--- config.mk ---
export PLATFORM = sky130hd
export DESIGN_NAME = golden_nonce_queue
export DESIGN_NICKNAME = d
export VERILOG_FILES = /design/src/rtl/miner_pkg.sv /design/src/rtl/gnq_fifo.sv /design/src/rtl/golden_nonce_queue.sv
export SDC_FILE = /design/constraint.sdc
export NUM_CORES = 1
export LEC_CHECK = 0
export BUFFER_PORTS_ARGS = -buffer_cell sky130_fd_sc_hd__buf_2
export CORE_MARGIN = 10
export CORE_UTILIZATION = 60
export CTS_CLUSTER_SIZE = 16
export DETAILED_ROUTE_END_ITERATION = 8
export GPL_ROUTABILITY_DRIVEN = 0
export GPL_TIMING_DRIVEN = 0
export MAX_ROUTING_LAYER = met4
export PLACE_DENSITY = 0.74
export RECOVER_POWER = 50
export SLEW_MARGIN = 20
export SYNTH_ARGS = -nofsm -noshare
export SYNTH_HDL_FRONTEND = slang
export SYNTH_SLANG_ARGS = --single-unit
--- constraint.sdc ---
create_clock -name clk -period 3.15 [get_ports clk]
set_input_delay 0.4725 -clock clk [delete_from_list [all_inputs] [get_ports clk]]
set_output_delay 0.4725 -clock clk [all_outputs]
set_load 0.005 [all_outputs]
--- src/rtl/miner_pkg.sv ---
// Shared definitions for the golden-nonce result path: FSM encodings and field widths.
// Latency: n/a (definitions only).
// Backpressure: n/a.
package miner_pkg;

    localparam int NONCE_W    = 32;
    localparam int DROP_CNT_W = 8;

    typedef enum logic [1:0] {
        ST_IDLE  = 2'd0,
        ST_BLANK = 2'd1,
        ST_RUN   = 2'd2
    } gnq_state_t;

    // The hasher reports nonces some fixed distance ahead of the one that
    // produced the hit; remove that offset modulo 2^32.
    function automatic logic [NONCE_W-1:0] adjust_nonce(input logic [NONCE_W-1:0] nonce,
                                                        input logic [NONCE_W-1:0] offset);
        return nonce - offset;
    endfunction

endpackage

--- src/rtl/gnq_fifo.sv ---
// Synchronous FIFO with a registered head entry, flush and occupancy count.
// Latency: push into empty FIFO is visible at the head one cycle later.
// Backpressure: caller must only push when count<DEPTH or popping this cycle; excess pushes are ignored.
module gnq_fifo #(
    parameter int DEPTH = 8,
    parameter int W     = 36,
    localparam int AW   = (DEPTH > 1) ? $clog2(DEPTH) : 1,
    localparam int CW   = AW + 1
) (
    input  logic          clk,
    input  logic          rst_n,
    input  logic          flush,
    input  logic          push,
    input  logic [W-1:0]  push_dat,
    input  logic          pop,
    output logic          head_vld,
    output logic [W-1:0]  head_dat,
    output logic [CW-1:0] count
);

    localparam logic [CW-1:0] FULL_CNT = CW'(DEPTH);

    logic [W-1:0]  mem [DEPTH];
    logic [AW-1:0] wr_ptr;
    logic [AW-1:0] rd_ptr;

    logic          pop_eff;
    logic          push_eff;
    logic [CW-1:0] count_nxt;
    logic [CW-1:0] remain;
    logic [AW-1:0] rd_nxt;

    // Qualify the handshake: pop needs a head, push needs room (a pop frees one slot).
    always_comb begin
        pop_eff   = pop & head_vld;
        push_eff  = push & ((count != FULL_CNT) | pop_eff);
        remain    = count - CW'(pop_eff);
        count_nxt = remain + CW'(push_eff);
        rd_nxt    = rd_ptr + AW'(pop_eff);
    end

    // Storage array; a flush discards the write so the slot contents do not matter.
    always_ff @(posedge clk or negedge rst_n) begin
        if (!rst_n) begin
            for (int i = 0; i < DEPTH; i++) begin
                mem[i] <= '0;
            end
        end else if (push_eff && !flush) begin
            mem[wr_ptr] <= push_dat;
        end
    end

    // Pointers and occupancy; both pointers wrap modulo DEPTH.
    always_ff @(posedge clk or negedge rst_n) begin
        if (!rst_n) begin
            wr_ptr <= '0;
            rd_ptr <= '0;
            count  <= '0;
        end else if (flush) begin
            wr_ptr <= '0;
            rd_ptr <= '0;
            count  <= '0;
        end else begin
            wr_ptr <= wr_ptr + AW'(push_eff);
            rd_ptr <= rd_nxt;
            count  <= count_nxt;
        end
    end

    // Registered head: bypass the incoming word when it becomes the only entry,
    // otherwise prefetch the slot the read pointer will point at.
    always_ff @(posedge clk or negedge rst_n) begin
        if (!rst_n) begin
            head_vld <= 1'b0;
            head_dat <= '0;
        end else if (flush) begin
            head_vld <= 1'b0;
        end else begin
            head_vld <= (count_nxt != '0);
            if (push_eff && remain == '0) begin
                head_dat <= push_dat;
            end else if (remain != '0) begin
                head_dat <= mem[rd_nxt];
            end
        end
    end

endmodule

--- src/rtl/golden_nonce_queue.sv ---
// Golden-nonce result queue: blanks stale hits after new work, removes nonce offset, tags with work ID.
// Latency: hit accepted in cycle N appears at the head (out_valid) in cycle N+1 when the queue is empty.
// Backpressure: out_valid/out_ready handshake; hits arriving while full are dropped and counted (saturating).
// Optional feature: define GOLDEN_NONCE_DEDUP_EN to suppress repeats of the last pushed nonce within a work ID.
module golden_nonce_queue
    import miner_pkg::*;
#(
    parameter int DEPTH        = 8,
    parameter int WORK_ID_W    = 4,
    parameter int BLANK_CYCLES = 253,
    parameter int NONCE_ADJUST = 0
) (
    input  logic                 clk,
    input  logic                 rst_n,
    input  logic                 new_work,
    input  logic                 hit_valid,
    input  logic [31:0]          hit_nonce,
    output logic                 out_valid,
    input  logic                 out_ready,
    output logic [31:0]          out_nonce,
    output logic [WORK_ID_W-1:0] out_work_id,
    output logic [7:0]           drop_count,
    output logic [1:0]           state_o
);

    localparam int W  = NONCE_W + WORK_ID_W;
    localparam int AW = (DEPTH > 1) ? $clog2(DEPTH) : 1;
    localparam int CW = AW + 1;
    localparam int BW = (BLANK_CYCLES > 1) ? $clog2(BLANK_CYCLES) : 1;

    localparam logic [BW-1:0]      BLANK_LOAD = (BLANK_CYCLES > 0) ? BW'(BLANK_CYCLES - 1) : '0;
    localparam logic [CW-1:0]      FULL_CNT   = CW'(DEPTH);
    localparam logic [NONCE_W-1:0] ADJ        = NONCE_W'(NONCE_ADJUST);

    gnq_state_t           state;
    logic [BW-1:0]        blank_cnt;
    logic [WORK_ID_W-1:0] work_id;

    logic [NONCE_W-1:0]   adj_nonce;
    logic                 pop;
    logic                 eligible;
    logic                 dup;
    logic                 want;
    logic                 has_room;
    logic                 push_acc;
    logic                 full_drop;

    logic                 head_vld;
    logic [W-1:0]         head_dat;
    logic [CW-1:0]        fifo_count;

    // Work tracking: new work restarts blanking from any state; blank counter runs down to RUN.
    always_ff @(posedge clk or negedge rst_n) begin
        if (!rst_n) begin
            state     <= ST_IDLE;
            blank_cnt <= '0;
            work_id   <= '0;
        end else if (new_work) begin
            work_id   <= work_id + 1'b1;
            blank_cnt <= BLANK_LOAD;
            state     <= (BLANK_CYCLES == 0) ? ST_RUN : ST_BLANK;
        end else begin
            case (state)
                ST_BLANK: begin
                    if (blank_cnt == '0) begin
                        state <= ST_RUN;
                    end else begin
                        blank_cnt <= blank_cnt - 1'b1;
                    end
                end
                default: ;
            endcase
        end
    end

`ifdef GOLDEN_NONCE_DEDUP_EN
    logic               last_vld;
    logic [NONCE_W-1:0] last_nonce;

    // Remember the last nonce actually stored; forgotten whenever the work changes.
    always_ff @(posedge clk or negedge rst_n) begin
        if (!rst_n) begin
            last_vld   <= 1'b0;
            last_nonce <= '0;
        end else if (new_work) begin
            last_vld   <= 1'b0;
        end else if (push_acc) begin
            last_vld   <= 1'b1;
            last_nonce <= adj_nonce;
        end
    end

    assign dup = last_vld & (last_nonce == adj_nonce);
`else
    assign dup = 1'b0;
`endif

    // Push qualification: only live work, never in the new_work cycle, room may come from a same-cycle pop.
    always_comb begin
        adj_nonce = adjust_nonce(hit_nonce, ADJ);
        pop       = head_vld & out_ready;
        eligible  = hit_valid & (state == ST_RUN) & ~new_work;
        want      = eligible & ~dup;
        has_room  = (fifo_count != FULL_CNT) | pop;
        push_acc  = want & has_room;
        full_drop = want & ~has_room;
    end

    // Overflow statistics survive new work; only reset clears them.
    always_ff @(posedge clk or negedge rst_n) begin
        if (!rst_n) begin
            drop_count <= '0;
        end else if (full_drop && drop_count != 8'hFF) begin
            drop_count <= drop_count + 1'b1;
        end
    end

    gnq_fifo #(
        .DEPTH (DEPTH),
        .W     (W)
    ) u_fifo (
        .clk      (clk),
        .rst_n    (rst_n),
        .flush    (new_work),
        .push     (push_acc),
        .push_dat ({adj_nonce, work_id}),
        .pop      (pop),
        .head_vld (head_vld),
        .head_dat (head_dat),
        .count    (fifo_count)
    );

    assign out_valid   = head_vld;
    assign out_nonce   = head_dat[W-1:WORK_ID_W];
    assign out_work_id = head_dat[WORK_ID_W-1:0];
    assign state_o     = state;

endmodule

### Word level (Yosys, flattened, before mapping)

Index checks and enable logic that the tools add are counted.

| storage, ports and cells | value |
|---|---|
| register bits | 357 |
| input bits | 37 |
| output and inout bits | 47 |
| logic and storage cells | 78 |

| operators by class | value |
|---|---|
| add/sub/neg operators | 7 |
| order comparisons | 3 |
| equality and inequality tests | 5 |
| mux-type cells | 18 |
| bitwise operators | 13 |
| reduce and logical (&&, ||, !) cells | 15 |

Operators with widths:

| operator | count |
|---|---|
| $bwmux W288 | 1 |
| $mux W36 | 5 |
| $bmux W36 S3 | 1 |
| $demux W36 S3 | 1 |
| $mux W8 | 3 |
| $add A8 B1 Y8 const B | 1 |
| $ge A4 B4 Y1 const B | 2 |
| $logic_not A8 Y1 | 1 |
| $ne A8 B8 Y1 const B | 1 |
| $not A3 Y4 | 2 |
| $reduce_bool A4 Y1 | 2 |
| $sub A8 B1 Y8 const B | 1 |
| $and A1 B1 Y1 | 7 |
| $add A3 B1 Y3 | 2 |
| $mux W2 | 3 |
| $mux W3 | 2 |
| $reduce_and A2 Y1 | 3 |
| $reduce_bool A2 Y1 | 3 |
| $add A4 B1 Y4 | 1 |
| $add A4 B1 Y4 const B | 1 |
| $logic_and A1 B1 Y1 | 4 |
| $logic_not A4 Y1 | 1 |
| $lt A4 B1 Y1 const B | 1 |
| $mux W4 | 1 |
| other kinds (9) | 11 |

### Depth between registers and ports, before layout

Gate-level depths: netlist of the first run.

| logic depth | value |
|---|---|
| depth after elaboration | 9 |
| depth in mapped cells | 11 |

### Cells and area by module

Synthesis of the first run repeated with hierarchy kept, for this count alone.

| unflattened totals | value |
|---|---|
| cells, all modules | 1,056 |
| area, all modules | 16,249.3 um^2 |

Modules (own cells, without submodules):

| module | instances | cells an instance | area each (um^2) |
|---|---|---|---|
| gnq_fifo | 1 | 954 | 15,149.5 |
| golden_nonce_queue | 1 | 102 | 1,099.8 |

### Worst setup path after synthesis of the first run

Ideal clock, no wire load.

| path | value |
|---|---|
| path kind | input to register |
| from | input out_ready |
| to | register u_fifo.head_dat[23] |
| setup time | 123 ps |
| arrival time | 2,353 ps |
| slack | 674 ps |
| stages | 9 |
| path buffers | 3 |
| cell sequence | and2_1 > ha_1 > clkbuf_1 > clkbuf_1 > buf_2 > mux2_2 > o22ai_1 > o21ai_0 > o221a_2 |

| between the ends | value |
|---|---|
| longest elaborated chain between the ends | 9 |
| elaborated cells between the ends (all ways) | 19 |
| classes of those cells | add/sub: 2; mux: 5; bitwise: 7; reduce/logical: 5 |

RTL lines:

| element | line | text |
|---|---|---|
| start, declared | golden_nonce_queue.sv:19 | `input logic out_ready,` |
| $and A1 B1 Y1 * | golden_nonce_queue.sv:101 | `pop = head_vld & out_ready;` |
| $and A1 B1 Y1 | gnq_fifo.sv:35 | `pop_eff = pop & head_vld;` |
| $add A3 B1 Y3 | gnq_fifo.sv:39 | `rd_nxt = rd_ptr + AW'(pop_eff);` |
| $not A3 Y4 (implied by the code) | gnq_fifo.sv:83 | `head_dat <= mem[rd_nxt];` |
| $bmux W36 S3 | gnq_fifo.sv:83 |  |
| $mux W36 (implied by the code) (2 in a row) | gnq_fifo.sv:83 |  |
| $mux W36 | gnq_fifo.sv:82 | `end else if (remain != '0) begin` |
| $mux W36 | gnq_fifo.sv:80 | `if (push_eff && remain == '0) begin` |
| end signal, assigned | gnq_fifo.sv:81 | `head_dat <= push_dat;` |
| end signal, assigned | gnq_fifo.sv:83 |  |
| end, declared | gnq_fifo.sv:17 | `output logic [W-1:0] head_dat,` |

Mark *: on every way between the ends. The rest lies on a longest branch, timed or not. The select of a mux whose other input is x is not followed.
A chain may end at the register's enable or synchronous reset.

### Final worst setup path of the first run

| path | value |
|---|---|
| from | register u_fifo.head_vld |
| to | register u_fifo.head_dat[12] |

| between the ends | value |
|---|---|
| longest elaborated chain between the ends | 9 |
| elaborated cells between the ends (all ways) | 19 |
| classes of those cells | add/sub: 2; mux: 5; bitwise: 7; reduce/logical: 5 |

RTL lines:

| element | line | text |
|---|---|---|
| start, declared | gnq_fifo.sv:16 | `output logic head_vld,` |
| start signal, assigned | gnq_fifo.sv:79 | `head_vld <= (count_nxt != '0);` |
| $and A1 B1 Y1 | golden_nonce_queue.sv:101 |  |
| $and A1 B1 Y1 | gnq_fifo.sv:35 |  |
| $add A3 B1 Y3 | gnq_fifo.sv:39 |  |
| $not A3 Y4 (implied by the code) | gnq_fifo.sv:83 |  |
| $bmux W36 S3 | gnq_fifo.sv:83 |  |
| $mux W36 (implied by the code) (2 in a row) | gnq_fifo.sv:83 |  |
| $mux W36 | gnq_fifo.sv:82 |  |
| $mux W36 | gnq_fifo.sv:80 |  |

Several ways; a longest one is shown, not always the timed one. The select of a mux whose other input is x is not followed.

==> results of run 1 <==
[layout by cell type (no fill, tap or decap), types with 2 or more instances in the layout]
master / count
nand2b_1: 8
o22ai_1: 72
clkbuf_1: 64
clkbuf_8: 10
o221a_2: 36
xnor2_1: 14
mux2_2: 425
nor2_1: 11
a311oi_1: 2
nand3_1: 10
nor3_1: 4
nand4b_2: 2
a211oi_1: 2
clkbuf_16: 41
nand2_1: 6
buf_1: 9
o21ai_0: 37
and2_1: 4
mux2_1: 9
nor4b_4: 2
o21bai_1: 2
a21oi_1: 2
buf_6: 9
clkinv_2: 6
buf_2: 67
clkbuf_2: 14
nand4_1: 3
ha_1: 12
nor2b_1: 6
a21oi_2: 2
xor2_1: 7
and3_1: 4
diode_2: 2
inv_1: 7
dfrtp_1: 357
[per-stage QoR]
step | hold slack [ns] | std cells | setup TNS [ns]
finish | 0.168 | 1618 | 0
detailed placement | 0.417 | 1553 | -7.49
floorplan | 0.177 | 1132 | 0
global route | 0.159 | 1618 | 0
global placement | 0.464 | 1549 | -1883.96
CTS | 0.157 | 1619 | 0
[state kept, by name, indices dropped and copies added (netlist names)]
signal / cells
state_o: 2
blank_cnt: 8
u_fifo.rd_ptr: 3
u_fifo.head_dat: 36
work_id: 4
u_fifo.count: 4
u_fifo.head_vld: 1
u_fifo.wr_ptr: 3
drop_count: 8
u_fifo.mem: 288
[timing repair]
action | CTS | global route
endpoints found under the hold margin | 52 | 0
setup endpoints to repair | 36 | 32
hold buffers | 1 | 0
gates cloned | 0 | 0
resized for setup | 4 | 19
[layer usage]
layer / GRT usage, % / share of wire [%]
met5: - / 0
met2: 36.9 / 49
met1: 29.6 / 45
met4: 4.82 / 1.3
met3: 3.40 / 4.0
[cell type report]
class                   instances  area, um^2  share of cell area (%)
inverters                       8        30.0                   0.165
plain buffers                  73         372                    2.04
repair buffers                 87         432                    2.37
clock buffers                  57        1190                    6.50
clock inverters                 8        68.8                   0.377
diodes                          2        5.00                  0.0274
well taps                     335         419                    2.30
multi-input cells             691        6800                    37.3
flip-flops and latches        357        8930                    49.0
[logic make-up (layout without fill, tap and decap cells)]
logic type | after synthesis | in the layout | share of synthesized area (%)
buffers and inverters | 84 | 233 | 2.50
flip-flops | 357 | 357 | 55.3
other | 0 | 2 | 0
multiplexers | 434 | 434 | 30.3
AO/OA/AOI/OAI | 156 | 156 | 6.98
adder cells (fa/ha/maj) | 12 | 12 | 0.930
XOR/XNOR | 21 | 21 | 1.14
AND/OR/NAND/NOR | 68 | 68 | 2.82
[where the power goes]
| group | switching, mW | leakage, nW | total, mW | internal (mW) |
|---|---|---|---|---|
| registers | 0.194 | 4.87 | 5.09 | 4.89 |
| logic | 1.55 | 3.61 | 2.62 | 1.08 |
| clock network | 1.77 | 0.626 | 4.44 | 2.68 |
[worst paths after layout]
check,end,slack (ns)
worst max-delay path,u_fifo.head_dat[12]$_DFFE_PN0P_,0.18
worst min-delay path,u_fifo.count[0]$_DFF_PN0_,0.17
worst max register to register,u_fifo.head_dat[12]$_DFFE_PN0P_,0.18
worst min register to register,u_fifo.mem[262]$_DFFE_PN0P_,0.49
max in group asynchronous,u_fifo.mem[46]$_DFFE_PN0P_,0.55
min in group asynchronous,drop_count[3]$_DFFE_PN0P_,0.80
==> results by group, run 1 <==
Route
  – Vias per cell: 6.11
  – Drt initial violations: 591
  – Post-DRT Antenna Nets: 0
  – First-pass iteration count of the detailed router: 7
  – DRC viols: 0
  – DR WL/cell: 22.6 um
  – Via count: 9,885
  – Post-Route WL: 36.6 mm

Clock tree
  – CTS tree: done
  – # Post-CTS Setup Buffers: 0
  – Clock transition at the registers of the reported paths: 0.06 ns
  – H-Tree Depth: 2
  – Worst skew pair latency: 0.52 ns
  – Num CTS Buffers: 38
  – CTS Root Cell: clkbuf_16
  – CTS sink count: 357
  – Max Root-Sink Buffers: 3

Timing
  – Rel. slew slack: 6.88%
  – Fmax: 337 MHz
  – # setup viols final: 0
  – Post-route minimum period: 2.97 ns
  – Tcrit/Tclk final: 94.3%
  – Worst Clk Skew: 0.00719 ns
  – Final hold violation count: 0
  – Worst Tran Pin Value: 1.40 ns
  – RSZ-0062 raised after global routing: no
  – Final WS setup: 0.179 ns
  – Fin. max-slew vios: 0

Place
  – Post-place setup slack: -0.304 ns
  – Post-Place Cell Area: 17,100 um^2
  – PortBufs: 82
  – DP HPWL: 23.2 mm

Critical path
  – Crit path launch: u_fifo.head_vld$_DFF_PN0_
  – Critical path startpoint category: flip-flop
  – CP max FO: 10
  – Slowest stage delay, CP: 0.57 ns
  – Stages on the worst setup path: 10
  – Arrival time at the worst endpoint: 3.42 ns
  – Setup Crit Path Kind: reg -> reg
  – CP max stage cell: clkbuf_1
  – Launching point of the worst reg2reg path: u_fifo.head_vld$_DFF_PN0_
  – Worst path cell trace: and2_1 -> ha_1 -> ha_1 -> xnor2_1 -> nand2b_1 -> buf_1 -> clkbuf_1 -> o22ai_1 -> o21ai_0 -> o221a_2
  – Worst path bufs/invs: 2
  – Crit path max-delay family: buffers and inverters
  – Crit path capture type: flip-flop
  – Critical Path RT: 3.60 ns
  – R2R depth: 10
  – Most used cell, CP: ha_1

Power and ir drop
  – Total power: 12.2 mW
  – PD cells: 666 nW/um^2
  – Peak VDD IR: 0.000447 V
  – Static Leak: 9.11 nW

Finish
  – Final #Nets: 1,305
  – Layout cells sized above 1: 48.7%
  – Layout Utilization: 69.4%
  – Fillers: 1,858
  – Area Overhead vs Synth: 13.0%
  – Post-route cell area: 18,200 um^2

Floorplan
  – Core ar.: 26,300 um^2
  – Core Rows: 59
  – Vert. Die Dim: 184 um
  – Die area: 33,900 um^2
  – I/O pin cnt: 84
  – Initial Util: 61.4%
  – Die X: 184 um

Status
  – Status: completed

Global route
  – Initial antenna violation count: 2
  – Vias in the first global route: 10,600
  – GRT Total Usage: 22.6%
  – First-pass GRT wire length: 59.5 mm
  – Global route overflow: 0
  – Largest net degree at the start of global routing: 90

Synthesis
  – Netlist Area Pre-Place: 16,100 um^2
  – Synth area leader: dfrtp_1
  – Ys flop type: dfrtp_1
  – Asr flop ratio synth: 100%
  – Post-synthesis register bit count: 357
  – Cells after synthesis: 1,132
  – EDFF count, synth: 0
  – Synthesized Nets: 1,181
  – Post-Synthesis Mean Instance Area: 14.3 um^2
  – Most common cell in the synthesized netlist: mux2_2
  – Seq/Total Area, Yosys: 55.3%
  – Synth top cells by count: mux2_2 (425), dfrtp_1 (357), o22ai_1 (72), o21ai_0 (37), o221a_2 (36)
  – Post-synth top area share: 55.3%
  – Netlist cell types: 41
  – Synth top area cells: dfrtp_1 (55%), mux2_2 (30%), o22ai_1 (2.8%)
  – Ys Warns: 0

Flow run
  – Max-Cap Viols: 0

Hold path
  – Hold Path Depth: 2
  – Hold Crit Class: in -> reg
  – Hold Path Origin: new_work
Power figures use the tool's default switching activity.
==> run 2: changes to the inputs <==
--- a/config.mk
+++ b/config.mk
@@ -6,6 +6,7 @@
 export NUM_CORES = 1
 export LEC_CHECK = 0
 export BUFFER_PORTS_ARGS = -buffer_cell sky130_fd_sc_hd__buf_2
+export CORE_ASPECT_RATIO = 0.75
 export CORE_MARGIN = 10
 export CORE_UTILIZATION = 60
 export CTS_CLUSTER_SIZE = 16
==> run 2 against run 1 <==
  * The run now ends with max-capacitance violations, max-slew violations left
  * Design area grew 0.35%
  * Global-route usage rose by 0.16 points
  * Core utilization rose by 0.39 points
  * Critical endpoint is now u_fifo.head_dat[34]$_DFFE_PN0P_
  * Highest routed layer unchanged
==> results by group, run 2 (synthesis results as in run 1) <==
Clock tree
  – Num CTS Buffers: 37 (was 38)
  – Clock transition at the registers of the reported paths: 0.06 ns (about the same)
  – CTS Root Cell: clkbuf_16 (unchanged)
  – Max Root-Sink Buffers: 3 (unchanged)
  – CTS tree: done (unchanged)
  – Worst skew pair latency: 0.53 ns (was 0.52 ns)
  – H-Tree Depth: 2 (unchanged)
  – CTS sink count: 357 (unchanged)

Timing
  – Worst Clk Skew: 0.0155 ns (was 0.00719 ns)
  – RSZ-0062 raised after global routing: no (unchanged)
  – Fin. max-slew vios: 74 (was 0)
  – Tcrit/Tclk final: 94.9% (was 94.3%)
  – Final hold violation count: 0 (unchanged)
  – # setup viols final: 0 (unchanged)
  – Fmax: 334 MHz (was 337 MHz)
  – Worst Tran Pin Value: 1.92 ns (was 1.40 ns)
  – Post-route minimum period: 2.99 ns (was 2.97 ns)
  – Min Hold Slack: 0.170 ns (was 0.168 ns)
  – Rel. slew slack: -27.9% (was 6.88%)

Global route
  – Vias in the first global route: 10,700 (was 10,600)
  – Initial antenna violation count: 2 (unchanged)
  – Largest net degree at the start of global routing: 100 (was 90)
  – GRT Total Usage: 22.8% (was 22.6%)
  – First-pass GRT wire length: 60.6 mm (was 59.5 mm)
  – Global route overflow: 0 (unchanged)

Critical path
  – Critical Path RT: 3.56 ns (was 3.60 ns)
  – Slowest stage delay, CP: 0.53 ns (was 0.57 ns)
  – Crit path max-delay family: compound AO/OA/AOI/OAI gates (was buffers and inverters)
  – Worst path cell trace: and2_1 -> ha_1 -> ha_1 -> xor2_1 -> nor3_1 -> a21oi_2 -> clkbuf_1 -> o21ai_0 -> o221a_2 (was and2_1 -> ha_1 -> ha_1 -> xnor2_1 -> nand2b_1 -> buf_1 -> clkbuf_1 -> o22ai_1 -> o21ai_0 -> o221a_2)
  – CP max FO: 10 (unchanged)
  – Crit path capture type: flip-flop (unchanged)
  – Arrival time at the worst endpoint: 3.40 ns (was 3.42 ns)
  – Most used cell, CP: ha_1 (unchanged)
  – Worst path bufs/invs: 1 (was 2)
  – Setup Crit Path Kind: reg -> reg (unchanged)
  – CP max stage cell: clkbuf_1 (unchanged)
  – Critical path startpoint category: flip-flop (unchanged)

Finish
  – Area of the multi-input gates: 6790 um^2 (was 6800 um^2)
  – Layout cells sized above 1: 48.2% (was 48.7%)
  – Register area: 8930 um^2 (unchanged)
  – Largest regs: u_fifo.mem: 288 flops, u_fifo.head_dat: 36 flops (unchanged)
  – Fillers: 1,842 (was 1,858)
  – Biggest register: u_fifo.mem (unchanged)
  – Most frequent cells in the layout: mux2_2 (425), dfrtp_1 (357), o22ai_1 (72) (unchanged)
  – Commonest non-fill, non-tap cell in the layout: mux2_2 (unchanged)
  – Final #Nets: 1,303 (was 1,305)
  – Area Overhead vs Synth: 13.4% (was 13.0%)
  – Max reg flops: 288 (unchanged)
  – Final cell count without fillers: 1,627 (was 1,618)

Route
  – Post-Route WL: 37.6 mm (was 36.6 mm)
  – Via count: 9,957 (was 9,885)
  – Post-DRT Antenna Nets: 0 (unchanged)
  – DR WL/cell: 23.1 um (was 22.6 um)
  – First-pass iteration count of the detailed router: 5 (was 7)
  – Drt initial violations: 650 (was 591)
  – DRC viols: 0 (unchanged)
  – Vias per cell: 6.12 (was 6.11)

Floorplan
  – Core ar.: 26,200 um^2 (was 26,300 um^2)
  – Initial Util: 61.5% (was 61.4%)
  – Vert. Die Dim: 162 um (was 184 um)
  – Die X: 209 um (was 184 um)
  – I/O pin cnt: 84 (unchanged)
  – Die area: 33,900 um^2 (about the same)
  – Core Rows: 51 (was 59)

Status
  – Failing checks: max-capacitance violations, max-slew violations
  – Status: finished with violations (was completed)

Power and ir drop
  – PD cells: 675 nW/um^2 (was 666 nW/um^2)
  – Static Leak: 9.11 nW (about the same)
  – Peak VDD IR: 0.000532 V (was 0.000447 V)

Hold path
  – Hold Crit Class: in -> reg (unchanged)

Place
  – Placed insts: 1,561 (was 1,553)
  – DP HPWL: 23.4 mm (was 23.2 mm)
  – PortBufs: 82 (unchanged)

Flow run
  – Max-Cap Viols: 1 (was 0)
==> run 2: changes by cell type in the layout (fill, tap and decap cells not counted), sizes merged <==
cell | previous run | this run
buf | 86 | 80
bufinv | 1 | 4
clkbuf | 130 | 131
clkinvlp | 0 | 2
==> run 2: routing by layer <==
metal	GRT usage, %	up-vias	routed length (um)
met4	5.48	0	528
met3	4.50	44	1810
li1	-	4457	-
met1	31.3	5238	18000
met5	-	-	0
met2	34.4	218	17300
==> run 2: area by class of cell <==
class / count / area share (%)
inverters: 8 / 0.164
flip-flops and latches: 357 / 48.8
clock buffers: 53 / 6.11
repair buffers: 86 / 2.45
multi-input cells: 691 / 37.1
plain buffers: 73 / 2.08
diodes: 2 / 0.0273
clock inverters: 13 / 0.950
well taps: 344 / 2.35
==> run 2: path summary, 6_finish.rpt <==
kind | startpoint | end | slack (ns) | cells past startpoint
max in group asynchronous | rst_n | u_fifo.mem[76]$_DFFE_PN0P_ | 0.40 | 4
hold reg to reg | u_fifo.mem[192]$_DFFE_PN0P_ | u_fifo.mem[192]$_DFFE_PN0P_ | 0.48 | 1
hold / removal | new_work | u_fifo.count[3]$_DFF_PN0_ | 0.17 | 2
min in group asynchronous | rst_n | drop_count[5]$_DFFE_PN0P_ | 1.02 | 2
setup reg to reg | u_fifo.head_vld$_DFF_PN0_ | u_fifo.head_dat[34]$_DFFE_PN0P_ | 0.16 | 9
setup / recovery | u_fifo.head_vld$_DFF_PN0_ | u_fifo.head_dat[34]$_DFFE_PN0P_ | 0.16 | 9
==> run 2: repair_timing <==
| action | 4_1_cts | 5_1_grt |
|---|---|---|
| resized for setup | 6 | 17 |
| hold buffers | 1 | 0 |
| buffers inserted | 0 | 0 |
| endpoints found under the setup margin | 36 | 34 |
| endpoints found under the hold margin | 73 | 0 |
==> run 2: where the power goes <==
group / total (mW) / switching [mW] / leakage, nW / internal (mW)
clock network: 4.61 / 1.81 / 0.636 / 2.80
registers: 5.09 / 0.196 / 4.87 / 4.89
logic: 2.66 / 1.58 / 3.60 / 1.08
total: 12.4 / 3.59 / 9.11 / 8.77
==> run 2: per-stage QoR <==
step | instance area (um^2) | power (mW) | TNS (ns) | worst slack (ns) | utilization [%]
after floorplan | 16100 | 6.73 | 0 | 0.674 | -
after global placement | 17000 | 7.80 | -1910.46 | -5.36 | 64.8
after detailed placement | 17100 | 7.86 | -9.83 | -0.348 | 65.1
after CTS | 18400 | 12.5 | 0 | 0.0300 | 70.1
after global routing | 18300 | 12.9 | 0 | 0.0114 | 69.8
final | 18300 | 12.4 | 0 | 0.160 | 69.8
